[src/rtl/jk_pkg.sv]
// Shared JK excitation codes and the helper that maps a bit
// transition onto the {J,K} drive for one cell.
package jk_pkg;

   localparam logic [1:0] JK_HOLD   = 2'b00;
   localparam logic [1:0] JK_RESET  = 2'b01;
   localparam logic [1:0] JK_SET    = 2'b10;
   localparam logic [1:0] JK_TOGGLE = 2'b11;

   // {J,K} for q -> q_next; never yields the toggle code
   function automatic logic [1:0] excite(input logic q,
                                         input logic q_next);
      return {~q & q_next, q & ~q_next};
   endfunction

endpackage

[src/rtl/jk_cell.sv]
// Single JK flip-flop with asynchronous active-low reset to 0.
// One of these holds each bit of the counter.
module jk_cell (
   input  logic Clk,
   input  logic Rst_n,
   input  logic J,
   input  logic K,
   output logic Q
);
   import jk_pkg::*;

   logic r_q;

   // JK state update: hold, clear, set or toggle
   always_ff @(posedge Clk or negedge Rst_n) begin
      if (!Rst_n) begin
         r_q <= 1'b0;
      end else begin
         unique case ({J, K})
            JK_HOLD:   r_q <= r_q;
            JK_RESET:  r_q <= 1'b0;
            JK_SET:    r_q <= 1'b1;
            JK_TOGGLE: r_q <= ~r_q;
         endcase
      end
   end

   assign Q = r_q;

endmodule

[src/rtl/jk_mod_counter.sv]
// Modulo-N up/down counter stored in a bank of JK cells.
// Define JK_MOD_COUNTER_SAT_EN to saturate at the bounds instead of wrapping.
module jk_mod_counter #(
   parameter int WIDTH   = 4,
   parameter int MODULUS = 10
) (
   input  logic             Clk,
   input  logic             Rst_n,
   input  logic             En,
   input  logic             Up,
   input  logic             Load,
   input  logic [WIDTH-1:0] D,
   output logic [WIDTH-1:0] Q,
   output logic             Tc,
   output logic             Err,
   output logic [WIDTH-1:0] J_o,
   output logic [WIDTH-1:0] K_o
);
   import jk_pkg::*;

   if (WIDTH < 2 || WIDTH > 16) begin : g_bad_width
      $error("jk_mod_counter: WIDTH out of range 2..16");
   end
   if (MODULUS < 2 || MODULUS > (1 << WIDTH)) begin : g_bad_mod
      $error("jk_mod_counter: MODULUS out of range 2..2^WIDTH");
   end

   localparam int LP_MOD_I = MODULUS;
   localparam int LP_MAX_I = MODULUS - 1;
   localparam int LP_ONE_I = 1;

   // comparisons use WIDTH+1 bits so MODULUS = 2^WIDTH does not alias
   localparam logic [WIDTH:0]   LP_MOD_X = LP_MOD_I[WIDTH:0];
   localparam logic [WIDTH:0]   LP_MAX_X = LP_MAX_I[WIDTH:0];
   localparam logic [WIDTH:0]   LP_ONE_X = LP_ONE_I[WIDTH:0];
   localparam logic [WIDTH-1:0] LP_MAX_W = LP_MAX_I[WIDTH-1:0];
   localparam logic [WIDTH-1:0] LP_ONE_W = LP_ONE_I[WIDTH-1:0];

   logic [WIDTH-1:0] w_q;
   logic [WIDTH-1:0] w_next;
   logic [WIDTH-1:0] w_j;
   logic [WIDTH-1:0] w_k;
   logic [WIDTH:0]   w_inc_x;
   logic [WIDTH:0]   w_d_x;
   logic             w_bad;
   logic             w_at_top;
   logic             w_at_zero;
   logic             r_err;

   assign w_inc_x   = {1'b0, w_q} + LP_ONE_X;
   assign w_d_x     = {1'b0, D};
   assign w_at_top  = ({1'b0, w_q} == LP_MAX_X);
   assign w_at_zero = (w_q == '0);

   // next-count selection: load, then count, then hold
   always_comb begin
      w_next = w_q;
      w_bad  = 1'b0;
      if (Load) begin
         if (w_d_x > LP_MAX_X) begin
            w_next = LP_MAX_W;
            w_bad  = 1'b1;
         end else begin
            w_next = D;
         end
      end else if (En && Up) begin
         if (w_inc_x >= LP_MOD_X) begin
`ifdef JK_MOD_COUNTER_SAT_EN
            w_next = w_q;
`else
            w_next = '0;
`endif
         end else begin
            w_next = w_inc_x[WIDTH-1:0];
         end
      end else if (En) begin
         if (w_at_zero) begin
`ifdef JK_MOD_COUNTER_SAT_EN
            w_next = w_q;
`else
            w_next = LP_MAX_W;
`endif
         end else begin
            w_next = w_q - LP_ONE_W;
         end
      end
   end

   // per-bit excitation derived from the current and next count
   always_comb begin
      w_j = '0;
      w_k = '0;
      for (int i = 0; i < WIDTH; i++) begin
         {w_j[i], w_k[i]} = excite(w_q[i], w_next[i]);
      end
   end

   // out-of-range load flag, visible for the cycle after the load
   always_ff @(posedge Clk or negedge Rst_n) begin
      if (!Rst_n) begin
         r_err <= 1'b0;
      end else begin
         r_err <= w_bad;
      end
   end

   for (genvar g = 0; g < WIDTH; g++) begin : g_cell
      jk_cell u_cell (
         .Clk   (Clk),
         .Rst_n (Rst_n),
         .J     (w_j[g]),
         .K     (w_k[g]),
         .Q     (w_q[g])
      );
   end

   assign Q   = w_q;
   assign J_o = w_j;
   assign K_o = w_k;
   assign Err = r_err;
   assign Tc  = En & ~Load & ((Up & w_at_top) | (~Up & w_at_zero));

endmodule

[config.mk]
export PLATFORM = sky130hd
export DESIGN_NAME = jk_mod_counter
export DESIGN_NICKNAME = d
export VERILOG_FILES = /design/src/rtl/jk_pkg.sv /design/src/rtl/jk_cell.sv /design/src/rtl/jk_mod_counter.sv
export SDC_FILE = /design/constraint.sdc
export NUM_CORES = 1
export LEC_CHECK = 0
export ABC_AREA = 1
export CAP_MARGIN = 20
export CORE_MARGIN = 8
export CORE_UTILIZATION = 38
export DETAILED_ROUTE_END_ITERATION = 16
export PLACE_DENSITY = 0.74
export SLEW_MARGIN = 20
export SYNTH_ARGS = -nofsm -noshare
export SYNTH_HDL_FRONTEND = slang
export SYNTH_HIERARCHICAL = 1
export SYNTH_SLANG_ARGS = --single-unit
[constraint.sdc]
create_clock -name Clk -period 1.8 [get_ports Clk]
set_input_delay 0.45 -clock Clk [delete_from_list [all_inputs] [get_ports Clk]]
set_output_delay 0.45 -clock Clk [all_outputs]
set_load 0.02 [all_outputs]
==> flow_summary.yaml, run 1 <==
sta:
  slew_headroom: 0.835
  rsz0062_at_grt: "yes"
  slew_violations: 0
  finalHoldViolCount: 0
  min_period_ns: 2.29
  max_freq_mhz: 436
  fin_worst_skew_ns: 0.0000376
  setup_violations: 10
  final.setup.tns_ns: -4.30
  tightestPinTransition_ns: 0.246
  period_share: 1.27
  fin_ws_ns: -0.492
critical_path:
  criticalPathCategory: "flip-flop to output port"
  start_kind: "flip-flop"
  cp-end-kind: "output port"
  path_max_fanout: 6
  crit_required_ns: 1.35
  arrival_ns: 1.84
synth:
  syn_nets: 118
  yosys.area.top_type_share: 0.227
  netlist_area_um2: 594
  synth_top_area_cell: "nand2_1"
  synth_cells: 105
  yosysMostFrequentCell: "nand2_1"
  ys_ff_latch: 5
  synth_commonest_cells: "nand2_1, inv_1, nor2_1"
  synth.area.top_cells: "nand2_1, dfrtp_1, inv_1"
  yosysWarnings: 6
  synth_edf_count: 0
  synthDistinctLibCells: 16
  async_flop_share: 1.00
  synth_area_per_cell_um2: 5.66
  ys.flop_type: "dfrtp_1"
  ys_seq_area_frac: 0.211
placed_design:
  pre_cts_ws_ns: -1.08
  gp_congestion: 0.795
  place_hpwl_mm: 1.87
  portBuffers: 22
  dpl_cell_area_um2: 1130
layout:
  syn2layout_area_growth_pct: 111
  fin_nets: 176
  finish.utilization: 0.841
  final_cell_area_um2: 1250
  multi_input_area_um2: 554
  seq_area_um2: 129
  layout-drive-gt1-share: 0.500
  antenna_cells: 0
  fillers: 95
floorplan:
  initial_utilization: 0.399
  die-width_um: 55.5
  die_area_um2: 3090
  core_um2: 1490
  design.portCount: 23
  row_count: 14
  die_h_um: 55.5
detailed_routing:
  via_per_inst: 4.92
  wirelength_mm: 2.36
  antenna_left: 0
  drc: 0
  dr_total_vias: 876
  wl_per_cell_um: 13.3
  firstDrtPassIters: 4
  drt-initial-drc-count: 17
pwr:
  p_total_uw: 2130
  power.density_nw_per_um2: 1700
  ir_worst_vdd_uv: 1070
  p_leak_uw: 0.000642
clocking:
  insertion_delay_ns: 0.24
  htree_levels: 1
  cts.sinks: 5
  cts.clk_slew.worst_paths_ns: 0.04
  cts_buffer_depth: 2
  tritoncts: "yes"
  cts_buffers: 3
  clk_root_buffer_cell: "clkbuf_4"
run_status:
  status: "finished with violations"
  violations: "negative setup slack"
global_routing:
  antenna_found_initial: 0
  gr-usage-all-layers: 0.152
  grt_max_degree: 9
  grt_pass1_wl_mm: 4.04
  grt_pass1_vias: 974
  grt_overflow: 0
job:
  max-cap-violations: 0
min_path:
  holdCritPathClass: "primary input to asynchronous set/reset pin"
layer usage:
metal | GRT usage | vias up | wire length [um]
met4 | 0.0493 | 0 | 10
met5 | 0 | - | 0
met1 | 0.155 | 401 | 995
li1 | - | 446 | -
met3 | 0.0548 | 2 | 134
met2 | 0.276 | 27 | 1220
flip-flops by register name, indices dropped and copies added (netlist names):
signal,flops
Err,1
g_cell.u_cell/Q,4
where the power goes:
group          internal, uW  switching [uW]
Combinational           805             937
Sequential              167            87.1
Clock                  84.0            48.5
Total                  1060            1070
layout make-up:
cell class	instances	area share
Multi-Input combinational cell	81	0.443
Inverter	19	0.0609
Tap cell	16	0.0160
Sequential cell	5	0.103
Clock buffer	4	0.0210
Timing Repair Buffer	53	0.357
cell usage in the layout (no fill, tap or decap), drive strengths merged:
cell type	netlist	layout
dfrtp	5	5
nor2	13	13
clkdlybuf4s50	0	8
nand4	4	4
clkbuf	0	4
ha	4	4
a31oi	1	1
a221oi	1	1
dlygate4sd2	0	5
buf	0	40
a21oi	5	5
inv	19	19
nand2	38	38
xor2	1	1
nand3	11	11
o21ai	3	3
cell families after synthesis:
| logic type | synth area share |
|---|---|
| simple gates | 0.478 |
| buf+inv | 0.120 |
| compound gates | 0.0926 |
| flops | 0.211 |
| fa+ha+maj | 0.0842 |
| xor+xnor | 0.0147 |
worst max-delay path, cell delays in order, from the launching register on:
cell and delay, ns:
dfrtp_2 0.47, inv_4 0.11, ha_4 0.21, nor2_4 0.08, nand3_2 0.08, nand2_2 0.11, nand3_2 0.08, nand2_2 0.09
nand2_4 0.07, a21oi_4 0.16, buf_6 0.13
stage by stage:
step	cells	hold WS [ns]
finish	178	0.434
floorplan	105	0.154
global route	178	0.443
global placement	169	0.639
detailed placement	169	0.652
CTS	176	0.435
final timing paths:
| kind | slack [ns] | startpoint | end | cells past startpoint |
|---|---|---|---|---|
| min in group Clk | 0.66 | g_cell[3].u_cell/Q | g_cell[3].u_cell/Q | 3 |
| hold reg to reg | 0.66 | g_cell[3].u_cell/Q | g_cell[3].u_cell/Q | 3 |
| setup / recovery | -0.49 | g_cell[0].u_cell/Q | J_o[2] | 10 |
| setup reg to reg | -0.24 | g_cell[0].u_cell/Q | g_cell[1].u_cell/Q | 15 |
| max in group asynchronous | 1.15 | Rst_n | g_cell[2].u_cell/Q | 1 |
| hold / removal | 0.43 | Rst_n | Err | 1 |
timing repair:
action	CTS	global route
endpoints found under the setup margin	14	11
hold buffers	0	0
gates resized for setup	67	7
pin swaps	8	12
buffers inserted	4	3
No activity file was read; power rests on OpenSTA's default activity.
==> run 2, diff against run 1 <==
--- a/config.mk
+++ b/config.mk
@@ -10,6 +10,7 @@
 export CORE_MARGIN = 8
 export CORE_UTILIZATION = 38
 export DETAILED_ROUTE_END_ITERATION = 16
+export MAX_ROUTING_LAYER = met4
 export PLACE_DENSITY = 0.74
 export SLEW_MARGIN = 20
 export SYNTH_ARGS = -nofsm -noshare
==> run 2 against run 1 <==
  * The flow still finishes with violations (negative setup slack)
  * Critical path depth did not move
  * Clock skew did not move
  * Wire length did not move
  * Global-route usage rose by 0.40 points
  * Largest power group unchanged
  * Sequential cell count did not move
  * Largest cell class unchanged
==> flow_summary.yaml, run 2 (same netlist as run 1, synthesis figures left out) <==
critical_path:
  start_kind: "flip-flop"
  rr_startpoint: "g_cell[0].u_cell/Q"
  arrival_ns: 1.84
  ff2ff_setup_slack_ns: -0.24
  r2r_end: "g_cell[1].u_cell/Q"
  reg2reg_depth: 15
  path_max_fanout: 6
  criticalPathCategory: "flip-flop to output port"
  crit_required_ns: 1.35
  cp-end-kind: "output port"
global_routing:
  grt_max_degree: 9
  grt_pass1_vias: 974
  gr-usage-all-layers: 0.156
  grt_pass1_wl_mm: 4.05
  antenna_found_initial: 0
  grt_overflow: 0
layout:
  fin_cells: 178
  multi_input_area_um2: 554
  layout-drive-gt1-share: 0.500
  antenna_cells: 0
  fin_nets: 176
  mostFrequentLayoutCells: "buf_4, nand2_1, inv_1, nand2_2"
  largest_reg_flops: 4
  seq_area_um2: 129
  finish.utilization: 0.841
  syn2layout_area_growth_pct: 111
  layout_commonest_cell: "buf_4"
  fillers: 95
floorplan:
  initial_utilization: 0.399
  row_count: 14
  die_h_um: 55.5
  core_um2: 1490
  design.portCount: 23
  die-width_um: 55.5
  die_area_um2: 3090
run_status:
  violations: "negative setup slack"
  status: "finished with violations"
clocking:
  cts_buffers: 3
  hold_buffers: 0
  tritoncts: "yes"
  insertion_delay_ns: 0.24
  clk_root_buffer_cell: "clkbuf_4"
  cts.sinks: 5
  htree_levels: 1
  cts.clk_slew.worst_paths_ns: 0.04
  cts_buffer_depth: 2
min_path:
  holdCritPathClass: "primary input to asynchronous set/reset pin"
detailed_routing:
  dr_total_vias: 876
  antenna_left: 0
  drt-initial-drc-count: 17
  wl_per_cell_um: 13.3
  via_per_inst: 4.92
  firstDrtPassIters: 4
  drc: 0
  wirelength_mm: 2.36
sta:
  fin_worst_skew_ns: 0.0000376
  max_freq_mhz: 436
  setup_violations: 10
  min_period_ns: 2.29
  slew_headroom: 0.835
  slew_violations: 0
  period_share: 1.27
  tightestPinTransition_ns: 0.246
  finalHoldViolCount: 0
  rsz0062_at_grt: "yes"
  fin_ws_ns: -0.492
placed_design:
  dp.cells: 169
  place_hpwl_mm: 1.87
  portBuffers: 22
  gp_congestion: 0.806
pwr:
  power.density_nw_per_um2: 1700
  ir_worst_vdd_uv: 1070
  p_leak_uw: 0.000642
job:
  max-cap-violations: 0
-- run 2: cell counts in the layout (fill, tap and decap cells not counted) --
Identical to the previous run, type by type.
-- run 2: worst max-delay path by stage --
stage	start	end	slack, ns	cells after the start
floorplan	g_cell[0].u_cell/Q	K_o[0]	-0.15	10
global placement	En	J_o[2]	-1.02	8
detailed placement	En	J_o[2]	-1.08	8
CTS	g_cell[0].u_cell/Q	J_o[0]	-0.48	10
global route	g_cell[0].u_cell/Q	J_o[2]	-0.57	10
finish	g_cell[0].u_cell/Q	J_o[2]	-0.49	10
-- run 2: final cells by class --
type / count / area share
multi-input cells: 81 / 0.443
repair buffers: 53 / 0.357
flip-flops and latches: 5 / 0.103
inverters: 19 / 0.0609
clock buffers: 4 / 0.0210
well taps: 16 / 0.0160
-- run 2: per-stage QoR --
stage                     setup WS [ns]  hold slack, ns  setup TNS [ns]  area (um2)  total power (uW)
after floorplan                  -0.152           0.154           -1.16         698              1110
after global placement            -1.02           0.639           -9.53        1130              1760
after detailed placement          -1.08           0.652          -10.09        1130              1810
after CTS                        -0.477           0.435           -4.21        1210              2050
after global routing             -0.566           0.443           -5.13        1250              2290
final                            -0.492           0.434           -4.30        1250              2130
-- run 2: timing repair --
item / in CTS / in global routing
gates resized for setup: 67 / 7
pin swaps: 8 / 12
buffers inserted: 4 / 3
endpoints found under the setup margin: 14 / 11
-- run 2: worst max-delay path, stage by stage (launching register included) --
cell     delay (ns)
dfrtp_2        0.47
inv_4          0.11
ha_4           0.21
nor2_4         0.08
nand3_2        0.08
nand2_2        0.11
nand3_2        0.08
nand2_2        0.09
nand2_4        0.07
a21oi_4        0.16
buf_6          0.13
-- run 2: per-layer routing --
metal  share of wire  up-vias  track usage
met5               0        -            -
met1            0.43      401        0.158
met3           0.048        2       0.0502
li1                -      446            -
met2            0.52       27        0.276
met4          0.0042        0       0.0493
-- run 2: where the power goes --
part	internal, uW	switching, uW	total (uW)	leakage [uW]
Combinational	805	936	1740	0.000569
Sequential	167	87.1	254	0.0000581
Clock	84.0	48.5	132	0.0000150
Total	1060	1070	2130	0.000642
